--- src/rtl/clause_array_pkg.sv ---
// Shared encodings, state type and width helpers for the clause-array controller.
package clause_array_pkg;

  // 2-bit literal encoding stored in each row slot
  localparam logic [1:0] LIT_NONE = 2'b00;
  localparam logic [1:0] LIT_POS  = 2'b01;
  localparam logic [1:0] LIT_NEG  = 2'b10;

  typedef enum logic [2:0] {
    ST_IDLE,
    ST_LOAD,
    ST_CLEAR,
    ST_SETTLE,
    ST_REPORT
  } state_e;

  // Bits needed to index n rows (at least one bit)
  function automatic int unsigned clause_idx_w(input int unsigned n);
    return (n > 1) ? $clog2(n) : 1;
  endfunction

  // Bits needed to count 0..n rows
  function automatic int unsigned clause_cnt_w(input int unsigned n);
    return $clog2(n + 1);
  endfunction

  localparam int unsigned DEF_NUM_CLAUSES = 8;
  localparam int unsigned CLAUSE_IDX_W    = clause_idx_w(DEF_NUM_CLAUSES);
  localparam int unsigned CLAUSE_CNT_W    = clause_cnt_w(DEF_NUM_CLAUSES);

endpackage

--- src/rtl/clause_array_ctrl_lowest_set_idx.sv ---
// Priority encoder: index of the lowest set bit plus an any-bit-set flag.
module lowest_set_idx
  import clause_array_pkg::*;
#(
  parameter int unsigned W     = 8,
  parameter int unsigned IDX_W = clause_idx_w(W)
) (
  input  logic [W-1:0]     vec_i,
  output logic [IDX_W-1:0] idx_o,
  output logic             any_o
);

  // Scan from the top so the lowest set bit is the last one written
  always_comb begin
    idx_o = '0;
    any_o = 1'b0;
    for (int i = int'(W) - 1; i >= 0; i--) begin
      if (vec_i[i]) begin
        idx_o = IDX_W'(i);
        any_o = 1'b1;
      end
    end
  end

endmodule

--- src/rtl/clause_array_ctrl.sv ---
// Load / zero-fill / settle / report sequencer for one clause-array bank.
module clause_array_ctrl
  import clause_array_pkg::*;
#(
  parameter int unsigned NUM_CLAUSES   = 8,
  parameter int unsigned NUM_LITS      = 8,
  parameter int unsigned SETTLE_CYCLES = 4
) (
  input  logic                                    clk,
  input  logic                                    rst,
  input  logic                                    load_start_i,
  input  logic                                    clause_valid_i,
  output logic                                    clause_ready_o,
  input  logic [NUM_LITS*2-1:0]                   clause_lits_i,
  input  logic                                    clause_last_i,
  output logic [NUM_CLAUSES-1:0]                  row_wr_o,
  output logic [NUM_LITS*2-1:0]                   row_lit_o,
  input  logic                                    bcp_start_i,
  output logic                                    imp_drv_o,
  input  logic [NUM_CLAUSES-1:0]                  row_cclause_i,
  input  logic [NUM_CLAUSES-1:0]                  row_clausesat_i,
  output logic                                    done_o,
  output logic                                    conflict_o,
  output logic [clause_idx_w(NUM_CLAUSES)-1:0]    conflict_idx_o,
  output logic                                    all_sat_o,
  output logic [clause_cnt_w(NUM_CLAUSES)-1:0]    clause_count_o,
  output logic                                    overflow_err_o
);

  localparam int unsigned IDX_W = clause_idx_w(NUM_CLAUSES);
  localparam int unsigned CNT_W = clause_cnt_w(NUM_CLAUSES);
  localparam int unsigned SET_W = clause_idx_w(SETTLE_CYCLES);
  localparam int unsigned LIT_W = NUM_LITS * 2;

  localparam logic [IDX_W-1:0] LAST_ROW   = IDX_W'(NUM_CLAUSES - 1);
  localparam logic [SET_W-1:0] SETTLE_END = SET_W'(SETTLE_CYCLES - 1);

  state_e                 state_q;
  logic [IDX_W-1:0]       wr_ptr_q;
  logic [CNT_W-1:0]       acc_cnt_q;
  logic [SET_W-1:0]       settle_cnt_q;
  logic                   loaded_q;
  logic [NUM_CLAUSES-1:0] valid_mask_q;
  logic [NUM_CLAUSES-1:0] row_wr_q;
  logic [LIT_W-1:0]       row_lit_q;
  logic                   imp_drv_q;
  logic                   done_q;
  logic                   conflict_q;
  logic [IDX_W-1:0]       conflict_idx_q;
  logic                   all_sat_q;
  logic [CNT_W-1:0]       clause_count_q;
  logic                   overflow_q;

  logic                   accept;
  logic [NUM_CLAUSES-1:0] row_sel_d;
  logic [NUM_CLAUSES-1:0] masked_cc;
  logic [IDX_W-1:0]       enc_idx;
  logic                   enc_any;
  logic                   all_sat_d;

  // Handshake, row select and result sampling terms
  assign clause_ready_o = (state_q == ST_LOAD);
  assign accept         = clause_valid_i & clause_ready_o;
  assign row_sel_d      = NUM_CLAUSES'(1) << wr_ptr_q;
  assign masked_cc      = row_cclause_i & valid_mask_q;
  assign all_sat_d      = &(row_clausesat_i | ~valid_mask_q);

  lowest_set_idx #(
    .W     (NUM_CLAUSES),
    .IDX_W (IDX_W)
  ) u_lowest (
    .vec_i (masked_cc),
    .idx_o (enc_idx),
    .any_o (enc_any)
  );

  // Controller FSM with registered outputs
  always_ff @(posedge clk or posedge rst) begin
    if (rst) begin
      state_q        <= ST_IDLE;
      wr_ptr_q       <= '0;
      acc_cnt_q      <= '0;
      settle_cnt_q   <= '0;
      loaded_q       <= 1'b0;
      valid_mask_q   <= '0;
      row_wr_q       <= '0;
      row_lit_q      <= '0;
      imp_drv_q      <= 1'b0;
      done_q         <= 1'b0;
      conflict_q     <= 1'b0;
      conflict_idx_q <= '0;
      all_sat_q      <= 1'b0;
      clause_count_q <= '0;
      overflow_q     <= 1'b0;
    end else begin
      row_wr_q <= '0;
      done_q   <= 1'b0;
      case (state_q)
        ST_IDLE: begin
          imp_drv_q <= 1'b0;
          if (load_start_i) begin
            state_q        <= ST_LOAD;
            wr_ptr_q       <= '0;
            acc_cnt_q      <= '0;
            loaded_q       <= 1'b0;
            valid_mask_q   <= '0;
            overflow_q     <= 1'b0;
            conflict_q     <= 1'b0;
            conflict_idx_q <= '0;
            all_sat_q      <= 1'b0;
          end else if (bcp_start_i && loaded_q) begin
            state_q      <= ST_SETTLE;
            settle_cnt_q <= '0;
            imp_drv_q    <= 1'b1;
          end
        end

        ST_LOAD: begin
          if (accept) begin
            row_wr_q               <= row_sel_d;
            row_lit_q              <= clause_lits_i;
            valid_mask_q[wr_ptr_q] <= 1'b1;
            wr_ptr_q               <= wr_ptr_q + IDX_W'(1);
            acc_cnt_q              <= acc_cnt_q + CNT_W'(1);
            if (wr_ptr_q == LAST_ROW) begin
              // Bank full: no zero-fill needed; missing last flags overflow
              state_q        <= ST_IDLE;
              loaded_q       <= 1'b1;
              clause_count_q <= CNT_W'(NUM_CLAUSES);
              overflow_q     <= ~clause_last_i;
            end else if (clause_last_i) begin
              state_q <= ST_CLEAR;
            end
          end
        end

        ST_CLEAR: begin
          row_wr_q  <= row_sel_d;
          row_lit_q <= {NUM_LITS{LIT_NONE}};
          wr_ptr_q  <= wr_ptr_q + IDX_W'(1);
          if (wr_ptr_q == LAST_ROW) begin
            state_q        <= ST_IDLE;
            loaded_q       <= 1'b1;
            clause_count_q <= acc_cnt_q;
          end
        end

        ST_SETTLE: begin
          if (settle_cnt_q == SETTLE_END) begin
            state_q <= ST_REPORT;
          end else begin
            settle_cnt_q <= settle_cnt_q + SET_W'(1);
          end
        end

        ST_REPORT: begin
          conflict_q     <= enc_any;
          conflict_idx_q <= enc_idx;
          all_sat_q      <= all_sat_d;
          done_q         <= 1'b1;
          imp_drv_q      <= 1'b0;
          state_q        <= ST_IDLE;
        end

        default: begin
          state_q   <= ST_IDLE;
          imp_drv_q <= 1'b0;
        end
      endcase
    end
  end

  assign row_wr_o       = row_wr_q;
  assign row_lit_o      = row_lit_q;
  assign imp_drv_o      = imp_drv_q;
  assign done_o         = done_q;
  assign conflict_o     = conflict_q;
  assign conflict_idx_o = conflict_idx_q;
  assign all_sat_o      = all_sat_q;
  assign clause_count_o = clause_count_q;
  assign overflow_err_o = overflow_q;

endmodule

--- config.mk ---
export PLATFORM = sky130hd
export DESIGN_NAME = clause_array_ctrl
export DESIGN_NICKNAME = d
export VERILOG_FILES = /design/src/rtl/clause_array_pkg.sv /design/src/rtl/clause_array_ctrl_lowest_set_idx.sv /design/src/rtl/clause_array_ctrl.sv
export SDC_FILE = /design/constraint.sdc
export NUM_CORES = 1
export LEC_CHECK = 0
export ABC_AREA = 1
export CAP_MARGIN = 20
export CORE_MARGIN = 2
export CORE_UTILIZATION = 50
export CTS_CLUSTER_DIAMETER = 60
export CTS_CLUSTER_SIZE = 8
export DETAILED_ROUTE_END_ITERATION = 10
export GPL_ROUTABILITY_DRIVEN = 1
export GPL_TIMING_DRIVEN = 0
export PLACE_DENSITY = 0.93
export SKIP_LAST_GASP = 1
export SYNTH_ARGS = -nofsm -noshare
export SYNTH_HDL_FRONTEND = slang
export SYNTH_SLANG_ARGS = --single-unit
--- constraint.sdc ---
create_clock -name clk -period 5.6 [get_ports clk]
set_clock_uncertainty 0.05 [all_clocks]
set_input_delay 1.4 -clock clk [delete_from_list [all_inputs] [get_ports clk]]
set_output_delay 1.4 -clock clk [all_outputs]
set_load 0.01 [all_outputs]
After elaboration in Yosys (flattened, before gate mapping) --
Cells that the tools add are included.
Cells by class: $add $sub $neg 3, multiply operators 0, divide/modulo/power cells 0, magnitude comparators 2, equal/unequal tests 16, shifts and indexed selects 1, multiplexer cells 61, bitwise logic cells 6, reduce and logical (&&, ||, !) cells 18
Operators by type and width (number):
- 2-to-1 mux 3 bit | 17
- case mux 16 bit (2 select lines) | 1
- case mux 8 bit (2 select lines) | 2
- 2-to-1 mux 8 bit | 3
- 2-to-1 mux 4 bit | 5
- 2-to-1 mux 1 bit | 17
- 2-to-1 mux 16 bit | 1
- bitwise OR 8 bit | 2
- case mux 4 bit (2 select lines) | 2
- inequality test 2 bit (second input constant) | 6
- case mux 3 bit (4 select lines) | 1
- AND reduction 4 bit | 3
- case mux 3 bit (3 select lines) | 1
- bitwise AND 8 bit | 1
- inverter 8 bit | 1
- case mux 1 bit (2 select lines) | 4
- AND reduction 8 bit | 1
- nonzero test 2 bit | 4
- left shift 1 x 3 -> 8 bit (first input constant) | 1
- equality test 3 x 2 -> 1 bit (second input constant) | 2
- equality test 3 bit (second input constant) | 2
- 2-to-1 mux 2 bit | 3
- case mux 3 bit (2 select lines) | 1
- AND reduction 3 bit | 2
- 21 further kinds | 24
Storage, ports and cells: register bits after elaboration 57, latch bits 0, bits in writable memories 0, memory bits (read-only) 0, word-level logic and storage cells 122, memories 0

Longest topological paths before layout --
depth after elaboration 10, depth in mapped cells 10

Cells and area by module --
From an unflattened synthesis, not the netlist that was laid out.
Second synthesis, totals: cells, all modules 331, area total of the unflattened synthesis 2665.1 um^2
By module, submodules not included:
- clause_array_ctrl | times used 1, cells each 309, area each 2566.2 um^2, sequential area each 1426.4 um^2
- lowest_set_idx | times used 1, cells each 22, area each 98.8 um^2, sequential area each 0.0 um^2

Worst setup path before layout --
Ideal clock, no wire load.
path kind register to output, from reg state_q[2], to out clause_ready_o, arrival 0.776 ns, data required time 4.150 ns, slack 3.374 ns, cell stages (with the launch flop) 4, cell sequence dfrtp_1 -> inv_1 -> nand2_1 -> nor2_1
Between the ends: longest elaborated chain between the ends 1
RTL lines:
- start, declared | line clause_array_ctrl.sv:38 | state_e state_q;
- start signal, assigned | line clause_array_ctrl.sv:80 | state_q <= ST_IDLE;
- start signal, assigned | line clause_array_ctrl.sv:102 | state_q <= ST_LOAD;
- start signal, assigned | line clause_array_ctrl.sv:112 | state_q <= ST_SETTLE;
- equality test 3 x 1 -> 1 bit | line clause_array_ctrl.sv:62 | assign clause_ready_o = (state_q == ST_LOAD);
- end, declared | line clause_array_ctrl.sv:13 | output logic clause_ready_o,
No other way between the ends.

Worst setup path after layout --
Ends and elaborated chain as after synthesis.

==> impl_metrics.env <==
export IMPL_grt_setup_unrepaired="no"
export IMPL_hp_start="all_sat_o$_DFFE_PP0P_"
export IMPL_reg2reg_to="overflow_err_o$_DFFE_PP0P_"
export IMPL_worst_slack_ns=2.44
export IMPL_end_kind="output pin"
export IMPL_syn_avg_cell_area_um2=9.53
export IMPL_worstHoldPathCells=2
export IMPL_std_cell_rows=25
export IMPL_ctsResizeCount=0
export IMPL_fin_crit_sh_pct=56.4
export IMPL_hold_path_class="reg2reg"
export IMPL_timing_rr_start="state_q[0]$_DFFE_PP0P_"
export IMPL_yosys_warnings=0
export IMPL_place_ws_ns=2.71
export IMPL_fin_crit_ns=3.16
export IMPL_portBuffers=74
export IMPL_worst_path_max_fanout=5
export IMPL_drive_above_1_share_pct=7.67
export IMPL_numClockSinks=57
export IMPL_dieArea_um2=5620
export IMPL_clk_path_buf_depth=2
export IMPL_fin_util_pct=73.4
export IMPL_synthTopCellsByArea="dfrtp_1 57%, nand2_1 8.5%, a22o_1 5.6%"
export IMPL_syn_num_nets=310
export IMPL_grt_max_degree=36
export IMPL_start_kind="register"
export IMPL_syn_inst=264
export IMPL_yosysTopAreaCell="dfrtp_1"
export IMPL_remaining_drc_errors=0
export IMPL_netlist_area_um2=2520
export IMPL_vias=2144
export IMPL_stdcell_count=419
export IMPL_arrival_ns=1.71
export IMPL_numPlacedInstances=406
export IMPL_cts_root_buf="clkbuf_8"
export IMPL_drv_slew=0
export IMPL_synth_seq_cells=57
export IMPL_antenna_found_initial=0
export IMPL_postRouteWirelength_mm=5.95
export IMPL_synth_distinct_cells=25
export IMPL_io_pin_count=75
export IMPL_fp_dieW_um=74.9
export IMPL_power_density_nw_per_um2=483
export IMPL_synth_top_area_share_pct=56.7
export IMPL_maxCapViolCount=0
export IMPL_h_tree_depth=3
export IMPL_r2r_slack_ns=3.93
export IMPL_start_util_pct=52.6
export IMPL_reg2reg_depth=6
export IMPL_grt_pass1_vias=2096
export IMPL_antenna_left=0
export IMPL_final_common_cell="clkdlybuf4s50_1"
export IMPL_num_antenna_cells=0
export IMPL_core_um2=4790
export IMPL_globalRouteTotalUtil_pct=23.9
export IMPL_crit_type="reg2out"
export IMPL_holdBufCountCts=0
export IMPL_dieHeight_um=74.9
export IMPL_cts_setup_buffers=0
export IMPL_relSlewSlack_pct=67.9
export IMPL_cts_tree="built"
export IMPL_min_to="all_sat_o$_DFFE_PP0P_"
export IMPL_setup_viol=0
export IMPL_cts_buffers=9
export IMPL_grt_ovfl_total=0
export IMPL_fin_nets=396
export IMPL_hpwlAfterDp_mm=4.41
export IMPL_routedWlPerCell_um=14.2
export IMPL_viasPerCell=5.12
export IMPL_insertion_delay_ns=0.33
export IMPL_vdd_drop_max_v=0.000328
export IMPL_path_clk_slew_ns=0.06
export IMPL_worstMarginPinSlew_ns=0.479
export IMPL_clock_fmax_mhz=317
export IMPL_status="finished, final reports clean"
export IMPL_place_congestion=0.916
export IMPL_drtIter0Drc=96
export IMPL_cp_data_required_time_ns=4.15
export IMPL_layout_common_cells="74 x clkdlybuf4s50_1, 57 x nand2_1, 57 x dfrtp_1"
export IMPL_power_leakage_nw=1.70
export IMPL_fin_tns_setup_ns=0
export IMPL_dr_pass1_iters=4
export IMPL_ys_seq_area_share_pct=56.7
export IMPL_synthToLayoutAreaGrowth_pct=39.5
export IMPL_hold_viol_final=0
export IMPL_grt_pass1_wl_mm=9.63
## final cells by class
cell class,count,area [um^2]
buffer,4,35.0
clock buffer,12,145
clock inverter,1,5.00
fill,343,1270
inverter,36,135
multi-input combinational,167,920
sequential,57,1430
tap,67,83.8
timing repair buffer,75,761
## critical path, cell delays in order (launching register included)
cell and delay [ns]:
dfrtp_1 0.46, inv_1 0.14, nand2_1 0.06, nor2_1 0.16
clkdlybuf4s50_1 0.56
## logic make-up after synthesis
| family | share of synthesized area (%) |
|---|---|
| compound gates | 12.4 |
| fa+ha+maj | 3.98 |
| buf+inv | 6.76 |
| flops | 56.7 |
| simple gates | 20.1 |
## stage by stage
step	hold WS, ns	area, um^2	total power [W]
floorplan	0.400	2520	0.00107
global placement	0.416	3340	0.00136
detailed placement	0.423	3360	0.00139
CTS	0.439	3510	0.00171
global route	0.453	3510	0.00181
finish	0.433	3510	0.00170
## Yosys cell counts, drive strengths merged
master	instances
inv	35
o22ai	6
a22o	16
clkinv	1
dfrtp	57
buf	4
and3	1
o21ai	19
nor2	19
nor4	1
ha	8
a21oi	8
nand4	6
nand3	16
nand2	59
nor3	8
## worst max-delay path by stage
stage                           start                       endpoint  slack [ns]  cells past startpoint
3_5_place_dp           clause_valid_i  clause_count_o[3]$_DFFE_PP0P_        2.71                      8
5_1_grt        state_q[2]$_DFFE_PP0P_                 clause_ready_o        2.35                      4
6_report       state_q[2]$_DFFE_PP0P_                 clause_ready_o        2.44                      4
3_3_place_gp                      rst     overflow_err_o$_DFFE_PP0P_        1.80                      2
2_1_floorplan                     rst       acc_cnt_q[0]$_DFFE_PP0P_        2.75                      1
4_1_cts        state_q[2]$_DFFE_PP0P_                 clause_ready_o        2.43                      4
## state kept, by name, indices dropped and copies added, names as in the netlist
register        flops
settle_cnt_q        2
loaded_q            1
conflict_o          1
overflow_err_o      1
row_wr_o            8
imp_drv_o           1
valid_mask_q        8
done_o              1
row_lit_o          16
conflict_idx_o      3
state_q             3
acc_cnt_q           4
clause_count_o      4
all_sat_o           1
wr_ptr_q            3
## metal layers
| layer | track usage (%) | wire length (um) | vias up |
|---|---|---|---|
| met1 | 27.4 | 2480 | 1001 |
| li1 | - | - | 1051 |
| met3 | 9.24 | 330 | 19 |
| met4 | 12.3 | 209 | 0 |
| met5 | 0 | 0 | - |
| met2 | 39.0 | 2930 | 73 |
## power by group
group          total, W  internal, W  leakage, nW  switching (W)
clock network  0.000309     0.000164       0.0782       0.000144
registers      0.000650     0.000549        0.770       0.000101
logic          0.000736     0.000350        0.849       0.000386
Power figures use the tool's default switching activity.
